[src/rtl/stopwatch_core.sv]
// mm:ss stopwatch core: synchronizes the divided clock levels, turns them into one-cycle
// ticks, and runs a RUN/PAUSED FSM with normal counting and per-field adjust.
module stopwatch_core (
  input  logic       clk_100MHz,
  input  logic       rst,
  input  logic       clk_1Hz,
  input  logic       clk_2Hz,
  input  logic       clk_adjust,
  input  logic       pause_pulse,
  input  logic       adjust,
  input  logic       sel,
  output logic [3:0] min_tens,
  output logic [3:0] min_ones,
  output logic [3:0] sec_tens,
  output logic [3:0] sec_ones,
  output logic       blank_min,
  output logic       blank_sec,
  output logic       running
);

  typedef enum logic {ST_RUN = 1'b0, ST_PAUSED = 1'b1} state_e;

  typedef struct packed {
    logic       carry;
    logic [3:0] tens;
    logic [3:0] ones;
  } field_t;

  // Modulo-60 BCD increment; out-of-range digits fold back to 0 so the field self-heals.
  function automatic field_t bcd60_inc(input logic [3:0] tens, input logic [3:0] ones);
    field_t r;
    r.carry = 1'b0;
    r.tens  = tens;
    r.ones  = ones + 4'd1;
    if (ones >= 4'd9) begin
      r.ones = 4'd0;
      if (tens >= 4'd5) begin
        r.tens  = 4'd0;
        r.carry = 1'b1;
      end else begin
        r.tens = tens + 4'd1;
      end
    end
    return r;
  endfunction

  logic [1:0] sync1_q, sync1_d;
  logic [1:0] sync2_q, sync2_d;
  logic [1:0] synca_q, synca_d;
  logic       prev1_q, prev1_d;
  logic       prev2_q, prev2_d;
  state_e     state_q, state_d;
  logic       running_q, running_d;
  logic       blank_min_q, blank_min_d;
  logic       blank_sec_q, blank_sec_d;
  logic [3:0] min_tens_q, min_tens_d, min_ones_q, min_ones_d;
  logic [3:0] sec_tens_q, sec_tens_d, sec_ones_q, sec_ones_d;

  logic   tick1, tick2;
  field_t sec_inc, min_inc;

  assign tick1 = sync1_q[1] & ~prev1_q;
  assign tick2 = sync2_q[1] & ~prev2_q;

  assign sec_inc = bcd60_inc(sec_tens_q, sec_ones_q);
  assign min_inc = bcd60_inc(min_tens_q, min_ones_q);

  always_comb begin
    sync1_d = {sync1_q[0], clk_1Hz};
    sync2_d = {sync2_q[0], clk_2Hz};
    synca_d = {synca_q[0], clk_adjust};
    prev1_d = sync1_q[1];
    prev2_d = sync2_q[1];

    min_tens_d = min_tens_q;
    min_ones_d = min_ones_q;
    sec_tens_d = sec_tens_q;
    sec_ones_d = sec_ones_q;

    // Increment is decided by state_q, so a coincident pause_pulse cannot suppress it.
    if (adjust) begin
      if (tick2) begin
        if (sel) begin
          sec_tens_d = sec_inc.tens;
          sec_ones_d = sec_inc.ones;
        end else begin
          min_tens_d = min_inc.tens;
          min_ones_d = min_inc.ones;
        end
      end
    end else if (tick1 && (state_q == ST_RUN)) begin
      sec_tens_d = sec_inc.tens;
      sec_ones_d = sec_inc.ones;
      if (sec_inc.carry) begin
        min_tens_d = min_inc.tens;
        min_ones_d = min_inc.ones;
      end
    end

    state_d = state_q;
    if (pause_pulse) state_d = (state_q == ST_RUN) ? ST_PAUSED : ST_RUN;
    running_d = (state_d == ST_RUN);

    blank_min_d = adjust & ~sel & synca_q[1];
    blank_sec_d = adjust &  sel & synca_q[1];
  end

  // NOTE: synchronizer and previous-sample flops reset to 1 so an input already high at
  // reset release does not look like a rising edge; only state uses non-blocking updates.
  always_ff @(posedge clk_100MHz or posedge rst) begin
    if (rst) begin
      sync1_q     <= 2'b11;
      sync2_q     <= 2'b11;
      synca_q     <= 2'b11;
      prev1_q     <= 1'b1;
      prev2_q     <= 1'b1;
      state_q     <= ST_RUN;
      running_q   <= 1'b1;
      blank_min_q <= 1'b0;
      blank_sec_q <= 1'b0;
      min_tens_q  <= 4'd0;
      min_ones_q  <= 4'd0;
      sec_tens_q  <= 4'd0;
      sec_ones_q  <= 4'd0;
    end else begin
      sync1_q     <= sync1_d;
      sync2_q     <= sync2_d;
      synca_q     <= synca_d;
      prev1_q     <= prev1_d;
      prev2_q     <= prev2_d;
      state_q     <= state_d;
      running_q   <= running_d;
      blank_min_q <= blank_min_d;
      blank_sec_q <= blank_sec_d;
      min_tens_q  <= min_tens_d;
      min_ones_q  <= min_ones_d;
      sec_tens_q  <= sec_tens_d;
      sec_ones_q  <= sec_ones_d;
    end
  end

  assign min_tens  = min_tens_q;
  assign min_ones  = min_ones_q;
  assign sec_tens  = sec_tens_q;
  assign sec_ones  = sec_ones_q;
  assign blank_min = blank_min_q;
  assign blank_sec = blank_sec_q;
  assign running   = running_q;

endmodule
[config.mk]
export PLATFORM = sky130hd
export DESIGN_NAME = stopwatch_core
export DESIGN_NICKNAME = d
export VERILOG_FILES = /design/src/rtl/stopwatch_core.sv
export SDC_FILE = /design/constraint.sdc
export NUM_CORES = 1
export LEC_CHECK = 0
export CAP_MARGIN = 25
export CELL_PAD_IN_SITES_DETAIL_PLACEMENT = 1
export CELL_PAD_IN_SITES_GLOBAL_PLACEMENT = 1
export CORE_MARGIN = 8
export CORE_UTILIZATION = 42
export CTS_BUF_LIST = sky130_fd_sc_hd__clkbuf_16
export DETAILED_ROUTE_END_ITERATION = 6
export PLACE_DENSITY_LB_ADDON = 0.1
export SYNTH_ARGS = -nofsm -noshare
export SYNTH_HDL_FRONTEND = slang
export SYNTH_SLANG_ARGS = --single-unit
[constraint.sdc]
create_clock -name clk_100MHz -period 3.6 [get_ports clk_100MHz]
set_input_delay 0.36 -clock clk_100MHz [delete_from_list [all_inputs] [get_ports clk_100MHz]]
set_output_delay 0.36 -clock clk_100MHz [all_outputs]
set_load 0.05 [all_outputs]
==> metrics, run 1 <==
total iterations of the first detailed-routing run=4; Final HPWL DP=2250 µm; starting utilization of the core area=43.9%; proportion of layout cells with a drive suffix above 1=13.5%; kind of start point of the critical path=flop; Finish-stage setup viols=0; IO buf count=26; worst r2r path cells=7; area share of the largest cell type after synthesis=35.7%; CP bufs+invs=1; total count of max-transition violations in the final report=0; area of the die=roughly 0.0052 mm²; most area-hungry cell type in the Yosys netlist=dfrtp_1; synthesized cell area=between 0.001 and 0.0015 mm²; floorplan die height=72.3 µm; clock sinks=28; initial antenna violation count=0; dpl ws=roughly 1.3 ns; classification of the worst setup path=flop to flop; top-level port count=27; static power due to leakage=a little over 0.8 nW; clock tree from TritonCTS=yes; number of standard cells after synthesis=~120; RePlAce Congestion=roughly 0.75; Relative slew margins=a little under three fifths; WL per Instance=between 15 and 20 µm; Chip Width=approximately 72 µm; kind of path behind the tightest hold check=flop to flop; post-synthesis cell type count=34; total vias in the final route=just under 1k; ordered list of cells on the worst path=inv_1 -> ha_1 -> or3b_1 -> a31oi_1 -> nor3_4 -> a41oi_1 -> a21oi_1; slowest stage cell on the critical path=dfrtp_1; Cell Count Post-Placement=between 150 and 200; setup tns final=0 ns; max-cap violation count=0; cell area power density=775 mW/mm²; unrepaired setup endpoints after global routing=false; total of warnings raised by yosys=0; number of vias per cell=between 5 and 6; buffer count from post-CTS setup fixing=0; H-tree depth=1; Hold Slack=0.358 ns; peak fanout along the critical path=10; met1 layer wirelength in the final routing=1220 µm; drt initial violations=21; Final Power=about 1.4 mW; ranking of synthesized cells by area=dfrtp_1 (36%), dfstp_2 (18%), ha_1 (11%), inv_1 (3.7%), o21ai_0 (3.4%); Final Cycle Share=around 55%; type of element capturing the critical path=flop; global route overflow=0; sequential cell area fraction in the yosys report=between 50% and 60%; post-synthesis to final-layout area growth=33.3%; number of logic stages on the critical path including buffering=7; slew of the pin with the lowest slew margin=around 0.64 ns; clock-pin slew of the registers on the worst-case setup and hold paths=approximately 0.070 ns; detailed-routed wire length on met2=1470 µm; root buf cell=clkbuf_16; remaining design rule violation count=0; final routed wirelength across all metal layers=2920 µm; area of the core=~0.003 mm²; later-pin clock latency in the skew report=about 0.26 ns; remaining number of nets flagged by the antenna check after routing=0; met3 layer wire length in the routed design=between 100 and 150 µm; Hold-fix buffers, CTS=0; row cnt=20; global-route wire length before repair=5030 µm; Largest stage delay, worst path=roughly 0.43 ns; required time of the critical path=roughly 3.7 ns; syn nets=137; aggregate global-route resource usage=around 12%; largest net degree at the start of global routing=19; outcome=complete, no violations; vias in the first global route=around 1.1k; uppermost signal routing layer after detailed routing=met4; post-cts gate resize count=0; diode insertion count for antenna repair=0; family with the most delay on the worst path=compound AO/OA/AOI/OAI gates; number of instances on the worst hold path=0; worst clock skew=0.00296 ns; Longest Clk Path Bufs=2; minimum clock period=~2.0 ns; Mean Syn Cell Area=11.4 µm²; Worst Setup Slack, final=roughly 1.6 ns; final non-filler cell total=192; Max rail drop VDD=between 0.3 and 0.4 mV; peak clock frequency supported by timing=509 MHz; CTS Buf Count=3; Layout Nets=approximately 170; Critical Path AT=2.09 ns; number of storage elements in the synthesis netlist=28; final hold vios=0
kinds of logic after synthesis:
| kind of cell | after synthesis | synth area share [%] |
|---|---|---|
| simple gates | 36 | 17.0 |
| flops | 28 | 53.5 |
| compound gates | 23 | 10.9 |
| buf+inv | 13 | 3.67 |
| fa+ha+maj | 12 | 11.3 |
| mux | 3 | 2.26 |
| xor+xnor | 2 | 1.32 |
layout by cell type, fill, tap and decap left out:
cell type / instances
inv_1: 13
and3_1: 1
nand3b_1: 1
or3b_1: 1
nand2_1: 8
nand2_4: 1
nand3_1: 5
a22o_1: 1
mux2i_1: 3
nor3_4: 1
dfstp_2: 9
xor2_1: 2
nor3b_1: 1
nand4_1: 2
a211oi_1: 1
and3b_1: 1
nor2_2: 1
nor2b_1: 2
o21ai_1: 1
and2_1: 1
a21oi_1: 3
buf_16: 1
nand2b_1: 4
nor4b_4: 1
o22a_1: 1
clkbuf_16: 4
ha_1: 12
dfrtp_1: 19
a21boi_1: 1
a31o_2: 1
o21ai_0: 9
clkdlybuf4s50_1: 26
a41oi_1: 2
nor2_1: 5
a31oi_1: 1
o22ai_1: 1
o21ai_2: 1
worst paths after layout:
check,start,endpoint,slack [ns]
min in group asynchronous,rst,sec_tens[3]$_DFFE_PP0P_,0.44
worst min register to register,sync1_q[0]$_DFF_PP1_,sync1_q[1]$_DFF_PP1_,0.36
worst max-delay path,sec_ones[0]$_DFFE_PP0P_,min_ones[3]$_DFFE_PP0P_,1.64
worst max register to register,sec_ones[0]$_DFFE_PP0P_,min_ones[3]$_DFFE_PP0P_,1.64
worst min-delay path,sync1_q[0]$_DFF_PP1_,sync1_q[1]$_DFF_PP1_,0.36
max in group asynchronous,rst,sync1_q[1]$_DFF_PP1_,2.61
state kept, by name, indices dropped and copies added, names as in the netlist, 2 cells and up:
| register | count |
|---|---|
| synca_q | 2 |
| sync1_q | 2 |
| sync2_q | 2 |
| min_ones | 4 |
| min_tens | 4 |
| sec_ones | 4 |
| sec_tens | 4 |
Yosys cell counts:
master / instances
dfrtp_1: 19
inv_1: 13
ha_1: 12
dfstp_2: 9
o21ai_0: 9
nand2_1: 8
nand3_1: 5
nor2_1: 5
nand2b_1: 4
a21oi_1: 3
mux2i_1: 3
a41oi_1: 2
nand4_1: 2
nor2b_1: 2
xor2_1: 2
a211oi_1: 1
a21boi_1: 1
a22o_1: 1
a31o_2: 1
a31oi_1: 1
and2_1: 1
and3_1: 1
and3b_1: 1
nand2_4: 1
nand3b_1: 1
nor2_2: 1
nor3_4: 1
nor3b_1: 1
nor4b_4: 1
o21ai_1: 1
o21ai_2: 1
o22a_1: 1
o22ai_1: 1
or3b_1: 1
final cells by class:
| cell class | count | area [µm²] |
|---|---|---|
| multi-input combinational | 76 | 569 |
| fill | 316 | 1250 |
| timing repair buffer | 27 | 288 |
| sequential | 28 | 712 |
| inverter | 13 | 48.8 |
| clock buffer | 4 | 100 |
| tap | 44 | 55.1 |
metrics by stage:
stage          util (%)  area, µm²
2_1_floorplan         -       1330
3_3_place_gp       54.3       1650
3_5_place_dp       55.2       1670
4_1_cts            58.6       1770
5_1_grt            58.6       1770
6_report           58.6       1770
per-layer routing:
metal	GRT usage [%]	vias to the layer above
met5	0	-
met1	13.0	479
li1	-	459
met3	3.86	8
met4	8.62	0
met2	20.8	19
worst reg2reg max path, delay by kind of cell (launching register included):
kind | cells | cell delay [ns]
and+or+nand+nor | 2 | 0.53
adders and majority gates | 1 | 0.16
buffers and inverters | 1 | 0.12
DFF | 1 | 0.43
AOI/OAI and AO/OA | 3 | 0.60
where the power goes:
part | switching (mW) | leakage, nW | internal [mW]
Clock | 0.107 | 0.0493 | 0.194
Combinational | 0.384 | 0.450 | 0.203
Sequential | 0.0913 | 0.320 | 0.396
Total | 0.582 | 0.819 | 0.793
Power figures use the tool's default switching activity.
==> inputs of run 2 (changes only) <==
Settings changed: CORE_UTILIZATION 42 to 39.
Clock period 3.6 ns to 2 ns, I/O delays scaled along.
==> metrics, run 2 (synthesis gave the netlist of run 1 again) <==
slowest stage cell on the critical path=dfrtp_2; later-pin clock latency in the skew report=0.26 ns (about the same); proportion of layout cells with a drive suffix above 1=17.8% (+4.2 points); Finish-stage setup viols=0 (unchanged); most frequent standard cell in the layout excluding fill and tap cells=clkdlybuf4s50_1; worst r2r path cells=8 (+1); total vias in the final route=980 (+1.6%); global route overflow=0 (unchanged); minimum clock period=1.88 ns (-0.0845 ns); worst clock skew=0.00254 ns (-0.000419 ns); clock-pin slew of the registers on the worst-case setup and hold paths=0.06 ns (about the same); combined area of the multi-input logic cells=587 µm² (+3.1%); Relative slew margins=65.9% (+8.6 points); ordered list of cells on the worst path=inv_1 -> ha_1 -> or3b_4 -> a31oi_4 -> nor3_4 -> buf_12 -> a41oi_1 -> a21oi_1; peak fanout along the critical path=10 (unchanged); CTS Buf Count=3 (unchanged); most frequent cells in the layout=clkdlybuf4s50_1 (26), dfrtp_1 (17), inv_1 (14), ha_1 (12); row cnt=21 (+5.0%); root buf cell=clkbuf_16; WL per Instance=14.3 µm (-6.3%); sequential cell area=714 µm² (+0.35%); H-tree depth=1 (unchanged); Cell Count Post-Placement=194 (+3.2%); Hold-fix buffers, CTS=0 (unchanged); kind of start point of the critical path=flop; clock tree from TritonCTS=yes; area of the core=0.00331 mm² (+9.3%); CP bufs+invs=2 (+1); setup tns final=0 ns (unchanged); final non-filler cell total=198 (+3.1%); vias in the first global route=1045 (-2.1%); Non-Filler Cell Area, Final=0.00180 mm² (+1.3%); final hold vios=0 (unchanged); Layout fillers=374 (+18%); largest net degree at the start of global routing=29 (+10); slew of the pin with the lowest slew margin=0.510 ns (-0.129 ns); Final Cycle Share=94.0% (+39 points); cell area power density=1340 mW/mm² (+73%); floorplan die height=74.4 µm (+2.9%); Longest Clk Path Bufs=2 (unchanged); family with the most delay on the worst path=compound AO/OA/AOI/OAI gates; type of element capturing the critical path=flop; peak clock frequency supported by timing=532 MHz (+4.5%); static power due to leakage=0.828 nW (+1.1%); Layout Nets=173 (+2.4%); required time of the critical path=2.14 ns (-1.59 ns); total count of max-transition violations in the final report=0 (unchanged); remaining design rule violation count=0 (unchanged); post-synthesis to final-layout area growth=35.1%; diode insertion count for antenna repair=0 (unchanged); post-cts gate resize count=0 (unchanged); cell area after placement=0.00170 mm² (+1.6%); buffer count from post-CTS setup fixing=0 (unchanged); Max rail drop VDD=0.598 mV (+69%); Final HPWL DP=2130 µm (-5.1%); initial antenna violation count=0 (unchanged); total iterations of the first detailed-routing run=4 (unchanged); Hold Slack=0.305 ns (-0.0526 ns); slack of the worst reg-to-reg path=0.12 ns (-1.52 ns); final routed wirelength across all metal layers=2830 µm (-3.4%); Chip Width=74.4 µm (+2.9%); r2r startpoint=sec_ones[0]$_DFFE_PP0P_; dpl ws=0.00855 ns (-1.33 ns); Worst Setup Slack, final=0.120 ns (-1.52 ns); number of vias per cell=4.95 (-1.5%); clock sinks=28 (unchanged); Largest stage delay, worst path=0.44 ns (about the same); drt initial violations=24 (+14%); outcome=complete, no violations; remaining number of nets flagged by the antenna check after routing=0 (unchanged); kind of path behind the tightest hold check=primary input to asynchronous set/reset pin; max-cap violation count=0 (unchanged); IO buf count=26 (unchanged); global-route wire length before repair=4750 µm (-5.6%); Critical Path AT=2.02 ns (-0.07 ns); top-level port count=27 (unchanged); area of the die=0.00553 mm² (+6.0%); starting utilization of the core area=40.2% (-3.8 points); RePlAce Congestion=0.750 (-0.20%); unrepaired setup endpoints after global routing=false; aggregate global-route resource usage=11.0% (-1.4 points); classification of the worst setup path=flop to flop; Critical R2R Capture=min_ones[3]$_DFFE_PP0P_
## run 2: cell types whose count changed in the layout (fill, tap and decap cells not counted)
cell       before  now
buf_16          1    0
a31oi_4         0    1
or3b_4          0    1
inv_1          13   14
buf_12          0    1
or3b_1          1    0
a31oi_1         1    0
buf_4           0    4
dfrtp_2         0    2
clkbuf_16       4    3
dfrtp_1        19   17
## run 2: worst max-delay path by stage
| stage | slack [ns] | to | from | depth (start not counted) |
|---|---|---|---|---|
| CTS | 0.02 | min_ones[3]$_DFFE_PP0P_ | sec_ones[0]$_DFFE_PP0P_ | 8 |
| floorplan | 0.009 | min_ones[3]$_DFFE_PP0P_ | sec_tens[1]$_DFFE_PP0P_ | 7 |
| global route | 0.04 | min_ones[3]$_DFFE_PP0P_ | sec_ones[0]$_DFFE_PP0P_ | 8 |
| global placement | 0.05 | min_ones[3]$_DFFE_PP0P_ | sec_ones[0]$_DFFE_PP0P_ | 8 |
| finish | 0.12 | min_ones[3]$_DFFE_PP0P_ | sec_ones[0]$_DFFE_PP0P_ | 8 |
| detailed placement | 0.009 | min_ones[2]$_DFFE_PP0P_ | adjust | 7 |
## run 2: per-layer routing
metal	part of all wire, %	wire length (µm)	global-route usage [%]	up-vias
met5	0	0	0	-
met4	0.50	14	2.61	0
met3	5.9	168	3.37	2
met2	51	1450	19.4	19
met1	42	1200	12.7	490
li1	-	-	-	469
## run 2: worst register-to-register path, stage by stage (launching register included)
cell and delay, ns:
dfrtp_2 0.44, inv_1 0.10, ha_1 0.14, or3b_4 0.40
a31oi_4 0.21, nor3_4 0.07, buf_12 0.14, a41oi_1 0.20
a21oi_1 0.07
## run 2: cell type report
type                            instances  area share (%)
Clock inverter                          1           0.209
Multi-Input combinational cell         76            32.7
Timing Repair Buffer                   31            17.3
Sequential cell                        28            39.8
Inverter                               13            2.72
Tap cell                               46            3.20
Clock buffer                            3            4.18
## run 2: through the flow
| stage | utilization (%) | total power [mW] |
|---|---|---|
| 4_1_cts | 53.7 | 2.42 |
| 6_report | 54.3 | 2.41 |
| 3_5_place_dp | 51.4 | 1.96 |
| 3_3_place_gp | 51.4 | 1.93 |
| 2_1_floorplan | - | 1.57 |
| 5_1_grt | 54.3 | 2.55 |
## run 2: where the power goes
part           internal [mW]  switching (mW)  total, mW  leakage (nW)
clock network          0.267           0.174      0.441        0.0423
registers              0.717           0.156      0.873         0.317
logic                  0.390           0.703       1.09         0.468
total                   1.37            1.03       2.41         0.828
